### src/rtl/req_ack_responder.sv
// Receive-side responder for a request/acknowledge handshake: every accepted request
// schedules a one-cycle rx_ack D edges later, with D clamped into [MIN_DLY:MAX_DLY].
module req_ack_responder #(
  parameter int MIN_DLY = 2,
  parameter int MAX_DLY = 5,
  parameter int CNT_W   = 16
) (
  input  logic             clk,
  input  logic             rst,
  input  logic             tx_req,
  input  logic             en,
  input  logic [3:0]       cfg_dly,
  output logic             rx_ack,
  output logic             busy,
  output logic             clamp_err,
  output logic [CNT_W-1:0] req_cnt,
  output logic [CNT_W-1:0] ack_cnt
);

  localparam logic [3:0]       MIN_D   = 4'(MIN_DLY);
  localparam logic [3:0]       MAX_D   = 4'(MAX_DLY);
  localparam logic [CNT_W-1:0] CNT_MAX = {CNT_W{1'b1}};

  logic [MAX_DLY-1:0] r_sched;
  logic [MAX_DLY-1:0] w_sched_nxt;
  logic               r_busy;
  logic               r_clamp_err;
  logic [CNT_W-1:0]   r_req_cnt;
  logic [CNT_W-1:0]   r_ack_cnt;
  logic               w_accept;
  logic               w_out_of_win;
  logic [3:0]         w_dly;

  // Request acceptance and delay clamping into the legal window
  always_comb begin
    w_accept     = tx_req & en;
    w_out_of_win = (cfg_dly < MIN_D) || (cfg_dly > MAX_D);
    if (cfg_dly < MIN_D) begin
      w_dly = MIN_D;
    end else if (cfg_dly > MAX_D) begin
      w_dly = MAX_D;
    end else begin
      w_dly = cfg_dly;
    end
  end

  // Slot k holds an ack due k+1 edges from now; coinciding targets merge into one bit
  always_comb begin
    w_sched_nxt = r_sched >> 1;
    for (int k = 0; k < MAX_DLY; k++) begin
      w_sched_nxt[k] = w_sched_nxt[k] | (w_accept && (w_dly == 4'(k + 1)));
    end
  end

  // Schedule, status flags and saturating counters
  always_ff @(posedge clk or posedge rst) begin
    if (rst) begin
      r_sched     <= {MAX_DLY{1'b0}};
      r_busy      <= 1'b0;
      r_clamp_err <= 1'b0;
      r_req_cnt   <= {CNT_W{1'b0}};
      r_ack_cnt   <= {CNT_W{1'b0}};
    end else begin
      r_sched <= w_sched_nxt;
      r_busy  <= |w_sched_nxt;
      if (w_accept && w_out_of_win) begin
        r_clamp_err <= 1'b1;
      end
      if (w_accept && (r_req_cnt != CNT_MAX)) begin
        r_req_cnt <= r_req_cnt + CNT_W'(1);
      end
      if (r_sched[0] && (r_ack_cnt != CNT_MAX)) begin
        r_ack_cnt <= r_ack_cnt + CNT_W'(1);
      end
    end
  end

  assign rx_ack    = r_sched[0];
  assign busy      = r_busy;
  assign clamp_err = r_clamp_err;
  assign req_cnt   = r_req_cnt;
  assign ack_cnt   = r_ack_cnt;

endmodule

### config.mk
export PLATFORM = sky130hd
export DESIGN_NAME = req_ack_responder
export DESIGN_NICKNAME = d
export VERILOG_FILES = /design/src/rtl/req_ack_responder.sv
export SDC_FILE = /design/constraint.sdc
export NUM_CORES = 1
export LEC_CHECK = 0
export ABC_CLOCK_PERIOD_IN_PS = 3200
export CAP_MARGIN = 30
export CORE_MARGIN = 5
export CORE_UTILIZATION = 45
export CTS_BUF_LIST = sky130_fd_sc_hd__clkbuf_8
export CTS_CLUSTER_SIZE = 20
export DETAILED_ROUTE_END_ITERATION = 16
export PLACE_DENSITY = 0.73
export SLEW_MARGIN = 20
export SYNTH_ARGS = -nofsm -noshare
export SYNTH_HDL_FRONTEND = slang
export SYNTH_SLANG_ARGS = --single-unit
### constraint.sdc
create_clock -name clk -period 3.2 [get_ports clk]
set_input_delay 0.96 -clock clk [delete_from_list [all_inputs] [get_ports clk]]
set_output_delay 0.96 -clock clk [all_outputs]
set_load 0.005 [all_outputs]
# After elaboration in Yosys (flattened, before gate mapping)
# Cells that the tools add are included.
# op_classes
addsub,2
order_cmp,2
n_eq_ne,7
n_mux,2
bitwise,5
reduce_logical,10
# op_table
op,n
$add 16x1->16 const B,2
$ne 16x16->1 const B,2
$eq 4x2->1 const B,2
$eq 4x3->1 const B,2
$logic_and 1x1->1,8
$mux 4,2
$reduce_or 5->1,1
$eq 4x1->1 const B,1
$gt 4x3->1 const B,1
$lt 4x2->1 const B,1
$or 1x1->1,4
$and 1x1->1,1
$logic_or 1x1->1,1
# totals
regBits,39
output_inout_bits,35
wordCells,33

# Depth between registers and ports, before layout
# logic_depth
word_depth,7
ltp_mapped,6

# Worst setup path before layout
# OpenSTA, ideal clock, no wires.
# synth_timing
kind,input port to flip-flop
from,input tx_req
to,"register r_req_cnt[13], in the netlist req_cnt[13]"
t_arrival_ns,1.926
required_time_ns,3.121
path_slack_ns,1.195
stages,4
path_buffers,0
cell_sequence,nand2_1 > or4_4 > nor3_2 > xor2_1
# synth_between
elab_chain_cells,2
# synth_rtl
element,line,source
"start, declared",10,"input logic tx_req,"
$and 1x1->1,36,w_accept = tx_req & en;
$logic_and 1x1->1,69,if (w_accept && (r_req_cnt != CNT_MAX)) begin
"end signal, assigned",61,r_req_cnt <= {CNT_W{1'b0}};
"end signal, assigned",70,r_req_cnt <= r_req_cnt + CNT_W'(1);
"end, declared",28,logic [CNT_W-1:0] r_req_cnt;
# No other way between the ends.
# A chain may end at the register's enable or synchronous reset.

# Worst setup path in the final report
# layout_timing
from,"register r_req_cnt[12], in the netlist req_cnt[12]"
to,output req_cnt[12]
# layout_lines
element,line,source
"end, declared",16,"output logic [CNT_W-1:0] req_cnt,"
# No word-level cell between the ends.

==> impl_metrics.tcl <==
set metrics [dict create \
    avgRoutedWirePerCell_um 16.40 \
    yosys_register_bits 39 \
    tightest_slew_ns 0.6272 \
    clock_latency_ns 0.30 \
    crit_path_cell_trace "clkdlybuf4s50_1" \
    first_iter_violations 89 \
    antenna_found_initial 0 \
    syn_nets 180 \
    vias 1462 \
    skew_ns 0.006029 \
    synth_top_family_by_area "simple AND/OR/NAND/NOR gates" \
    holdWs_ns 0.3844 \
    die_area_um2 5575 \
    hpwl_um 3107 \
    placed_cells 258 \
    place_ws_ns 0.5956 \
    fillers 327 \
    peakVddDrop_uv 460.7 \
    grt_max_degree 31 \
    core_um2 4029 \
    port_buffers 42 \
    rsz0062_at_grt "no" \
    synthToLayoutAreaGrowth_pct 31.45 \
    synth_edf_count 0 \
    synth_cell_types 40 \
    ys.flop_type "dfrtp_1" \
    ant_nets 0 \
    drc 0 \
    finalSetupTns_ns 0 \
    path_clk_slew_ns 0.08 \
    slew-limit-headroom 0.5787 \
    muxShareOfSynthArea 0.01396 \
    critPathLaunchType "flip-flop" \
    overflow 0 \
    status "finished clean" \
    p_leak_nw 1.082 \
    crit_type "flip-flop to output pin" \
    cap_violations 0 \
    cts_resized 0 \
    routed_wl_um 4363 \
    synthAdderAreaFrac 0.01330 \
    yosys_warnings 0 \
    path_buf_inv 1 \
    clkSinkCount 39 \
    hold_path_class "flip-flop to flip-flop" \
    slowest_stage "clkdlybuf4s50_1" \
    fin_cells 266 \
    drtPass1Iterations 4 \
    setup_slack_ns 0.9020 \
    synth-compound-area-share 0.06516 \
    syn-cell-area_um2 1882 \
    viasPerCell 5.496 \
    critPathMaxFanout 8 \
    gp_congestion 0.8645 \
    critPathMaxStageDelay_ns 0.56 \
    layout.nets 225 \
    start_util 0.4671 \
    root_buffer "clkbuf_8" \
    drive_above_1_share 0.1250 \
    cts-hold-fix-buffers 0 \
    path_delay_family "buffers and inverters" \
    antenna_cells 0 \
    finalHoldViolCount 0 \
    die_y_um 74.67 \
    tritoncts "yes" \
    ios 43 \
    ys_seq_area_frac 0.5186 \
    dieWidth_um 74.67 \
    fin_crit_ns 2.298 \
    grt_pass1_wl_um 7458 \
    power_density_nw_per_um2 618.7 \
    row_count 23 \
    slew_viol_final 0 \
    post-route-period-util 0.7181 \
    clk_path_buf_depth 2 \
    synthXorXnorAreaFrac 0.1303 \
    cts_buffers 5 \
    required_ns 2.24 \
    grt_use_total 0.1751 \
    arrival_ns 1.34 \
    syn_inst 170 \
    post_cts_buffers 0 \
    grt_pass1_vias 1556 \
    worstSetupEndpointType "output pin" \
    synth.avg_cell_area_um2 11.07 \
    setup_violations 0 \
    async_reset_ff_frac 1.000 \
    yosys.area_share.simple 0.2380 \
    cts_max_level 2 \
    max_freq_ghz 0.4352 \
]
## worst register-to-register path: cells and delay by family, from the launching register on
family	cells	cell delay, ns
adder cells (fa/ha/maj)	1	0.19
multiplexers	1	0.32
AND/OR/NAND/NOR	3	0.89
flip-flops	1	0.44
## through the flow
step	area [µm²]	util	power, mW
5_1_grt	2474	0.6140	1.611
2_1_floorplan	1882	-	0.8603
4_1_cts	2474	0.6140	1.542
3_5_place_dp	2356	0.5848	1.106
6_report	2474	0.6140	1.531
3_3_place_gp	2356	0.5848	1.092
## logic make-up after synthesis
family | count (synthesis)
compound gates | 18
xor+xnor | 28
fa+ha+maj | 2
buf+inv | 10
flops | 39
mux | 2
simple gates | 71
## final cells by class
| cell class | count | area [µm²] | share of cell area |
|---|---|---|---|
| Clock buffer | 6 | 82.58 | 0.03338 |
| Clock inverter | 2 | 35.03 | 0.01416 |
| Inverter | 4 | 15.01 | 0.006070 |
| Multi-Input combinational cell | 121 | 867.1 | 0.3505 |
| Sequential cell | 39 | 975.9 | 0.3945 |
| Tap cell | 50 | 62.56 | 0.02529 |
| Timing Repair Buffer | 44 | 435.4 | 0.1760 |
## routing by layer
| metal | vias to the layer above | routed length, µm | global-route usage |
|---|---|---|---|
| met5 | - | 0 | 0 |
| met4 | 0 | 65 | 0.06917 |
| met3 | 7 | 231 | 0.04139 |
| met2 | 35 | 2165 | 0.2927 |
| met1 | 719 | 1901 | 0.2196 |
| li1 | 701 | - | - |
## cell usage after synthesis (5+ instances only)
cell type | number | area (µm²)
nand2_1 | 10 | 37.54
nand4_1 | 11 | 68.82
xor2_1 | 17 | 148.9
nor3_1 | 6 | 30.03
clkbuf_1 | 5 | 18.77
nor4_1 | 5 | 31.28
nand3_1 | 7 | 35.03
nor2_1 | 8 | 30.03
xnor2_1 | 11 | 96.34
dfrtp_1 | 39 | 975.9
## power by group
| group | total (mW) | internal, mW | switching (mW) |
|---|---|---|---|
| sequential | 0.731 | 0.582 | 0.149 |
| combinational | 0.366 | 0.235 | 0.131 |
| clock | 0.433 | 0.252 | 0.181 |
| total | 1.53 | 1.07 | 0.461 |
## path summary, 6_finish.rpt
| path | slack, ns | start | cells past startpoint | endpoint |
|---|---|---|---|---|
| worst min register to register | 0.38 | r_sched[1]$_DFF_PP0_ | 0 | r_sched[0]$_DFF_PP0_ |
| worst max-delay path | 0.90 | req_cnt[12]$_DFFE_PP0P_ | 1 | req_cnt[12] |
| worst min-delay path | 0.38 | r_sched[1]$_DFF_PP0_ | 0 | r_sched[0]$_DFF_PP0_ |
| max in group asynchronous | 1.54 | rst | 3 | req_cnt[0]$_DFFE_PP0P_ |
| min in group asynchronous | 0.94 | rst | 2 | ack_cnt[0]$_DFFE_PP0P_ |
| worst max register to register | 1.27 | req_cnt[0]$_DFFE_PP0P_ | 5 | req_cnt[1]$_DFFE_PP0P_ |
## flip-flops by register name (all words and copies together) (netlist names)
register   flops
ack_cnt       16
busy           1
clamp_err      1
r_sched        5
req_cnt       16
## placed cells by master, fill, tap and decap left out, drive strengths merged, types with 3 or more instances in the layout
cell           count
nor3               8
xor2              17
dfrtp             39
nand3              7
inv                4
a21oi              4
xnor2             11
nand2             10
clkdlybuf4s50     42
nor4               8
o21ai              5
nor2               9
and3               4
or2                3
clkbuf             6
nand4             14
(Power assumes the default switching activity.)
